File: config.mk
export PLATFORM = sky130hd
export DESIGN_NAME = regfile_read_arbiter
export DESIGN_NICKNAME = d
export VERILOG_FILES = /design/src/rtl/regfile_pkg.sv /design/src/rtl/regfile_read_arbiter_rr.sv /design/src/rtl/regfile_read_arbiter.sv
export SDC_FILE = /design/constraint.sdc
export NUM_CORES = 1
export LEC_CHECK = 0
export ABC_AREA = 1
export CORE_MARGIN = 4
export CORE_UTILIZATION = 36
export DETAILED_ROUTE_END_ITERATION = 8
export GPL_ROUTABILITY_DRIVEN = 0
export GPL_TIMING_DRIVEN = 0
export PLACE_DENSITY_LB_ADDON = 0.15
export SETUP_SLACK_MARGIN = 0.15
export SKIP_LAST_GASP = 1
export SLEW_MARGIN = 20
export SYNTH_ARGS = -nofsm -noshare
export SYNTH_HDL_FRONTEND = slang
export SYNTH_SLANG_ARGS = --single-unit
File: constraint.sdc
create_clock -name clk -period 1.2 [get_ports clk]
set_input_delay 0.12 -clock clk [delete_from_list [all_inputs] [get_ports clk]]
set_output_delay 0.12 -clock clk [all_outputs]
set_load 0.005 [all_outputs]
File: src/rtl/regfile_pkg.sv
// Shared constants and helpers for the register-file read path.
// Latency: n/a (package only).
// Backpressure: n/a (package only).
package regfile_pkg;

    localparam int REG_DATA_W  = 32;
    localparam int REG_SEL_W   = 5;
    localparam int REG_NUM_REQ = 4;

    // Index of the set bit in a one-hot vector of up to eight requesters.
    // OR-reduction rather than a priority scan: the input is one-hot by construction.
    function automatic logic [2:0] onehot_to_idx(input logic [7:0] oh);
        logic [2:0] idx;
        idx = '0;
        for (int i = 0; i < 8; i++) begin
            if (oh[i]) begin
                idx = idx | 3'(i);
            end
        end
        return idx;
    endfunction

endpackage

File: src/rtl/regfile_read_arbiter_rr.sv
// rr_arbiter: combinational one-hot grant over NUM_REQ requesters, plus the rotating priority pointer.
// Latency: grant is combinational from req_valid and ptr; pointer advances on the granting edge.
// Backpressure: none of its own; a requester without a grant simply waits. Build option: REGFILE_ARB_RR_EN.
module rr_arbiter #(
    parameter int NUM_REQ = 4
) (
`ifdef REGFILE_ARB_RR_EN
    input  logic               clk,
`endif
    input  logic               rst,
    input  logic [NUM_REQ-1:0] req_valid,
    output logic [NUM_REQ-1:0] grant
);

    localparam int IDX_W = $clog2(NUM_REQ);

`ifdef REGFILE_ARB_RR_EN

    logic [IDX_W-1:0] ptr_q;
    logic [IDX_W-1:0] ptr_d;
    logic [IDX_W-1:0] grant_idx;
    logic             grant_any;

    // Search from ptr upward, wrapping modulo NUM_REQ; first valid requester wins.
    always_comb begin
        int idx;
        idx       = 0;
        grant     = '0;
        grant_idx = '0;
        grant_any = 1'b0;
        for (int k = 0; k < NUM_REQ; k++) begin
            idx = int'(ptr_q) + k;
            if (idx >= NUM_REQ) begin
                idx = idx - NUM_REQ;
            end
            if (!grant_any && req_valid[idx]) begin
                grant[idx] = 1'b1;
                grant_idx  = IDX_W'(idx);
                grant_any  = 1'b1;
            end
        end
        // Nothing may be granted while reset is held.
        if (rst) begin
            grant     = '0;
            grant_any = 1'b0;
        end
    end

    // Next pointer: one past the winner, wrapping at NUM_REQ-1; hold when idle.
    always_comb begin
        ptr_d = ptr_q;
        if (grant_any) begin
            if (int'(grant_idx) == NUM_REQ - 1) begin
                ptr_d = '0;
            end else begin
                ptr_d = grant_idx + IDX_W'(1);
            end
        end
    end

    // Pointer register.
    always_ff @(posedge clk or posedge rst) begin
        if (rst) begin
            ptr_q <= '0;
        end else begin
            ptr_q <= ptr_d;
        end
    end

`else

    // Fixed priority: lowest-index valid requester wins; higher indices can starve.
    always_comb begin
        logic found;
        found = 1'b0;
        grant = '0;
        for (int i = 0; i < NUM_REQ; i++) begin
            if (!found && req_valid[i]) begin
                grant[i] = 1'b1;
                found    = 1'b1;
            end
        end
        if (rst) begin
            grant = '0;
        end
    end

`endif

endmodule

File: src/rtl/regfile_read_arbiter.sv
// regfile_read_arbiter: shares one register-file read mux among NUM_REQ requesters, one read per cycle.
// Latency: accept at edge E0 -> mux_sel after E0 -> rsp_valid/rsp_data after E0+1 (2 edges).
// Backpressure: req_ready is the one-hot grant; responses cannot be stalled. Build option: REGFILE_ARB_RR_EN.
module regfile_read_arbiter
    import regfile_pkg::*;
#(
    parameter int NUM_REQ = REG_NUM_REQ,
    parameter int DATA_W  = REG_DATA_W,
    parameter int SEL_W   = REG_SEL_W
) (
    input  logic                     clk,
    input  logic                     rst,
    input  logic [NUM_REQ-1:0]       req_valid,
    input  logic [NUM_REQ*SEL_W-1:0] req_addr,
    output logic [NUM_REQ-1:0]       req_ready,
    output logic [SEL_W-1:0]         mux_sel,
    input  logic [DATA_W-1:0]        mux_out,
    output logic [NUM_REQ-1:0]       rsp_valid,
    output logic [DATA_W-1:0]        rsp_data
);

    localparam int IDX_W = $clog2(NUM_REQ);

    logic [NUM_REQ-1:0] grant;
    logic [IDX_W-1:0]   grant_idx;
    logic [SEL_W-1:0]   grant_addr;

    // Stage 1: select driven to the mux, and who owns the read in flight.
    logic [SEL_W-1:0]   mux_sel_q,    mux_sel_d;
    logic [IDX_W-1:0]   s1_owner_q,   s1_owner_d;
    logic               s1_vld_q,     s1_vld_d;

    // Stage 2: captured read data and the owner's response strobe.
    logic [NUM_REQ-1:0] rsp_valid_q,  rsp_valid_d;
    logic [DATA_W-1:0]  rsp_data_q,   rsp_data_d;

    rr_arbiter #(
        .NUM_REQ   (NUM_REQ)
    ) u_arb (
`ifdef REGFILE_ARB_RR_EN
        .clk       (clk),
`endif
        .rst       (rst),
        .req_valid (req_valid),
        .grant     (grant)
    );

    // Winner index and its address; addresses of losing requesters are never looked at.
    always_comb begin
        grant_idx  = IDX_W'(onehot_to_idx(8'(grant)));
        grant_addr = req_addr[int'(grant_idx)*SEL_W +: SEL_W];
    end

    // Stage-1 next state: load select and owner on an accept, otherwise hold the select.
    always_comb begin
        mux_sel_d  = mux_sel_q;
        s1_owner_d = s1_owner_q;
        s1_vld_d   = 1'b0;
        if (|grant) begin
            mux_sel_d  = grant_addr;
            s1_owner_d = grant_idx;
            s1_vld_d   = 1'b1;
        end
    end

    // Stage-2 next state: capture the mux one cycle after the select, strobe only the owner.
    always_comb begin
        rsp_data_d  = rsp_data_q;
        rsp_valid_d = '0;
        if (s1_vld_q) begin
            rsp_data_d  = mux_out;
            rsp_valid_d = NUM_REQ'(1) << s1_owner_q;
        end
    end

    // Pipeline registers; reset drops anything in flight.
    always_ff @(posedge clk or posedge rst) begin
        if (rst) begin
            mux_sel_q   <= '0;
            s1_owner_q  <= '0;
            s1_vld_q    <= 1'b0;
            rsp_valid_q <= '0;
            rsp_data_q  <= '0;
        end else begin
            mux_sel_q   <= mux_sel_d;
            s1_owner_q  <= s1_owner_d;
            s1_vld_q    <= s1_vld_d;
            rsp_valid_q <= rsp_valid_d;
            rsp_data_q  <= rsp_data_d;
        end
    end

    assign req_ready = grant;
    assign mux_sel   = mux_sel_q;
    assign rsp_valid = rsp_valid_q;
    assign rsp_data  = rsp_data_q;

endmodule

# [Word level (Yosys, flattened, before mapping)]
# Cells that the tools add are included.
[totals] register_bits=44 wordCells=27 output_inout_bits=45
[classes] n_mul=1 muxes=12 reduce_logical=7 n_shift=2
[op_table] operator="indexed part select 20 x 6 -> 5 bit" n=1
[op_table] operator="2-to-1 mux 1 bit" n=8
[op_table] operator="2-to-1 mux 4 bit" n=2
[op_table] operator="multiplier 2 x 3 -> 5 bit, second input constant" n=1
[op_table] operator="2-to-1 mux 2 bit" n=2
[op_table] operator="OR reduction 4 bit" n=1
[op_table] operator="<< shifter 1 x 2 -> 4 bit, first input constant" n=1
[op_table] operator="logical AND 1 bit" n=3
[op_table] operator="logical NOT 1 bit" n=3

# [Longest topological paths before layout]
[depth] depth_word=16 depth_mapped=10

# [Cells and area by module]
# Synthesis repeated with hierarchy kept, for this count alone.
[unflattened] cells_unflattened=246 hier_area_um2=1911.8
[by_module_without_submodules] module="regfile_read_arbiter" seq_area_each_um2=1101.1 cells_each=236 n_inst=1 area_per_inst_um2=1873.0
[by_module_without_submodules] module="rr_arbiter" seq_area_each_um2=0.0 cells_each=10 n_inst=1 area_per_inst_um2=38.8

# [Worst setup path after synthesis]
# OpenSTA, ideal clock, no wires.
[synth_path] path_kind="in2reg" startpoint="in rst" endpoint="reg mux_sel_q[0], in the netlist mux_sel[0]" setup_slack_ns=-0.226 required_time_ns=1.135 t_arrival_ns=1.361 n_path_buf=1 path_stages=10 setup_ns=0.065 path_cell_list="inv_2 -> nand3_4 -> buf_6 -> nand2_1 -> inv_1 -> nor2_2 -> nand2_1 -> nand2_1 -> nand2_1 -> nand2_1"
[synth_via] elab_chain_len=6
[synth_lines] item="start, declared" line_no="regfile_read_arbiter.sv:12" rtl="input logic rst,"
[synth_lines] item="2-to-1 mux 4 bit (*)" line_no="regfile_read_arbiter_rr.sv:83" rtl="if (rst) begin"
[synth_lines] item="2-to-1 mux 1 bit" line_no="regfile_pkg.sv:16" rtl="if (oh[i]) begin"
[synth_lines] item="2-to-1 mux 2 bit (2 in a row)" line_no="regfile_pkg.sv:16"
[synth_lines] item="multiplier 2 x 3 -> 5 bit" line_no="regfile_read_arbiter.sv:51" rtl="grant_addr = req_addr[int'(grant_idx)*SEL_W +: SEL_W];"
[synth_lines] item="indexed part select 20 x 6 -> 5 bit" line_no="regfile_read_arbiter.sv:51"
[synth_lines] item="end signal, assigned" line_no="regfile_read_arbiter.sv:85" rtl="mux_sel_q <= mux_sel_d;"
[synth_lines] item="end, declared" line_no="regfile_read_arbiter.sv:29" rtl="logic [SEL_W-1:0] mux_sel_q, mux_sel_d;"
# Every way passes the cells marked *; elsewhere a longest branch is shown, timed or not.
# A chain may end at the register's enable or synchronous reset.

# [Worst setup path in the final report]
[layout_path] startpoint="reg rsp_data_q[25], in the netlist rsp_data[25]" endpoint="out rsp_data[25]"
[layout_lines] item="start, declared" line_no="regfile_read_arbiter.sv:35" rtl="logic [DATA_W-1:0] rsp_data_q, rsp_data_d;"
[layout_lines] item="start signal, assigned" line_no="regfile_read_arbiter.sv:89" rtl="rsp_data_q <= rsp_data_d;"
[layout_lines] item="end, declared" line_no="regfile_read_arbiter.sv:19" rtl="output logic [DATA_W-1:0] rsp_data"
# No word-level cell between the ends.

==> summary.md <==
| Metric | Value |
|---|---|
| CTS Buf Count | 5 |
| Vias/cell | 4.28 |
| Crit-path slowest cell | dfrtp_1 |
| Die ar. | 6840 µm² |
| Layout Skew | 0.0119 ns |
| Mean post-synth cell area | 7.84 µm² |
| Register bit count reported by yosys | 44 |
| RSZ-0062 raised after global routing | no |
| Worst hold start | rst |
| Max-slew violations | 0 |
| # rows | 26 |
| Max incr delay on CP | 0.39 ns |
| Hold Slack | 0.169 ns |
| VDD IR max | 0.000484 V |
| Initial Util | 0.381 |
| Worst-path fanout max | 2 |
| Setup Total Neg Slack | 0 ns |
| CP required | between 1 and 1.5 ns |
| Placed insts | between 400 and 500 |
| Cell family with most CP delay | flip-flops |
| Area growth syn-to-layout | 70.3% |
| CTS root buf | clkbuf_8 |
| Setup violators final | 0 |
| YS warnings | 0 |
| Clock share of power | 0.270 |
| H-tree Lvls | 2 |
| Unique masters post-synth | 19 |
| Final non-filler cell total | 461 |
| Hpwl dp | 3680 µm |
| Post-Syn Instances | 256 |
| Core ar. | between 5000 and 6000 µm² |
| Port Buffer Count | 102 |
| Vias | 1975 |
| Drt drc | 0 |
| Relative slew slack | 0.665 |
| CP Buf/Inv Count | 1 |
| Total wire length | roughly 5500 µm |
| Commonest non-fill, non-tap cell in the layout | nand2_1 |
| Fraction of layout cells with a size suffix above 1 | 0.197 |
| Crit path from | rsp_data[25]$_DFFE_PP0P_ |
| Routed wire length per instance | 12.0 µm |
| CTS max path bufs | 2 |
| Crit Path Class | reg2out |
| Reg clk slew, reported paths | around 0.09 ns |
| CTS tree | built |
| Largest net degree at the start of global routing | 24 |
| Max Freq | 977 MHz |
| Syn Nets | ~310 |
| Tot GR Track Use | 0.165 |
| Fin area | 3420 µm² |
| N_diodes | 0 |
| Switch share | 0.265 |
| Worst Hold Class | in2reg |
| Gate power share | 0.246 |
| Pwr Density | about 1000 nW/µm² |
| Initial antenna violation count | 0 |
| Final Hold Vio Count | 0 |
| First-pass GRT wire length | 8510 µm |
| Pint | 0.00260 W |
| RR Startpoint | s1_vld_q$_DFF_PP0_ |
| Overflow after GRT | 0 |
| Worst Tran Pin Value | 0.500 ns |
| P_leak | between 1.5 and 2 nW |
| Worst endpoint data arrival time | roughly 0.9 ns |
| Clock sink count | 44 |
| Cell breakdown of the critical path | clkdlybuf4s15_1 |
| CP Capture Type | output port |
| Sequential fraction of design power | 0.484 |
| Nets | around 450 |
| Tmin final | ~1.0 ns |
| Sequential area share after synthesis | 0.548 |
| Iteration-0 DRC Markers | 54 |
| Post-Synthesis Cell Area | 2010 µm² |
| Final critical-path share of the clock period | 0.853 |
| Vias in the first global route | 1841 |
| DRT Pass-1 Iters | 4 |
| Die X | 82.7 µm |
| Commonest cells after routing, fill and taps aside | nand2_1 (137), clkdlybuf4s50_1 (52), dfrtp_1 (44) |
| Top-level I/O count | 103 |
| Status | finished, final reports clean |
| Die Y | 82.7 µm |
| Setup crit start kind | flip-flop |
| Worst-Skew Late Latency | 0.30 ns |
| P_sw | around 0.00094 W |
| Max Cap Viol | 0 |
| Dpl cell area | 3130 µm² |
| Post-DRT Antenna Nets | 0 |
==> metal layers <==
layer	vias to the layer above	GRT usage	share of wire
li1	1019	-	-
met1	887	0.198	0.42
met2	64	0.280	0.49
met3	5	0.0575	0.084
met4	0	0.0474	0.0091
met5	-	0	0
==> path summary, 6_finish.rpt <==
check | cells after the start | end | slack [ns]
min in group asynchronous | 3 | rsp_data[20]$_DFFE_PP0P_ | 0.48
max in group asynchronous | 3 | mux_sel[2]$_DFFE_PP0P_ | 0.38
hold / removal | 2 | s1_vld_q$_DFF_PP0_ | 0.17
hold reg to reg | 1 | rsp_valid[0]$_DFF_PP0_ | 0.46
setup / recovery | 1 | rsp_data[25] | 0.18
setup reg to reg | 5 | rsp_data[18]$_DFFE_PP0P_ | 0.23
==> cell usage after synthesis <==
cell | instances | area share
nor2_1 | 2 | 0.0037
nor2_2 | 5 | 0.016
nand3_2 | 1 | 0.0050
dfrtp_1 | 44 | 0.55
nor2_4 | 1 | 0.0056
buf_2 | 1 | 0.0025
clkinv_1 | 1 | 0.0019
a31oi_2 | 1 | 0.0062
inv_2 | 2 | 0.0037
nand2_2 | 1 | 0.0031
buf_6 | 2 | 0.011
nand2_4 | 1 | 0.0056
clkbuf_1 | 6 | 0.011
nor3_1 | 4 | 0.010
o21bai_1 | 1 | 0.0037
nand3_1 | 11 | 0.027
inv_1 | 33 | 0.062
nand3_4 | 2 | 0.017
nand2_1 | 137 | 0.26
==> power groups by stage <==
stage	registers [W]	logic [W]	clock network [W]
global placement	0.00173	0.000852	0
finish	0.00171	0.000869	0.000956
detailed placement	0.00174	0.000861	0
global route	0.00173	0.000975	0.00106
floorplan	0.00175	0.000285	0
CTS	0.00171	0.000879	0.000999
==> area by class of cell <==
| cell class | instances | area, µm² |
|---|---|---|
| timing repair buffer | 125 | 1140 |
| fill | 495 | 1850 |
| buffer | 9 | 71.3 |
| tap | 70 | 87.6 |
| inverter | 36 | 156 |
| multi-input combinational | 167 | 749 |
| sequential | 44 | 1100 |
| clock inverter | 1 | 7.51 |
| timing repair inverter | 2 | 17.5 |
| clock buffer | 7 | 86.3 |
==> cell families (layout without fill, tap and decap cells) <==
logic type             count (synthesis)  in the layout  synth area share
and+or+nand+nor                      165            165             0.350
buffers and inverters                 45            180            0.0922
DFF                                   44             44             0.548
AOI/OAI and AO/OA                      2              2           0.00997
==> sequential cells by signal, indices dropped and copies added (netlist names) <==
register,flops
rsp_data,32
s1_owner_q,2
mux_sel,5
rsp_valid,4
s1_vld_q,1
==> timing repair <==
item	4_1_cts	5_1_grt
gates resized for setup	123	29
cloned	3	0
setup buffers	15	5
setup endpoints to repair	84	55
hold buffers	2	0
pin swaps	5	5
endpoints found under the hold margin	44	0
==> worst register-to-register path, cell delays in order, from the launching register on <==
cell      delay [ns]
dfrtp_1         0.32
buf_4           0.14
clkinv_4        0.09
clkbuf_4        0.19
nand2_1         0.08
nand2_1         0.05
==> metrics by stage <==
step | utilization | setup slack, ns | total power, W
6_report | 0.649 | 0.177 | 0.00353
5_1_grt | 0.649 | 0.147 | 0.00376
4_1_cts | 0.654 | 0.151 | 0.00359
3_5_place_dp | 0.593 | -0.831 | 0.00260
3_3_place_gp | 0.593 | -0.820 | 0.00259
2_1_floorplan | - | 0.150 | 0.00203
No activity file was read; power rests on OpenSTA's default activity.
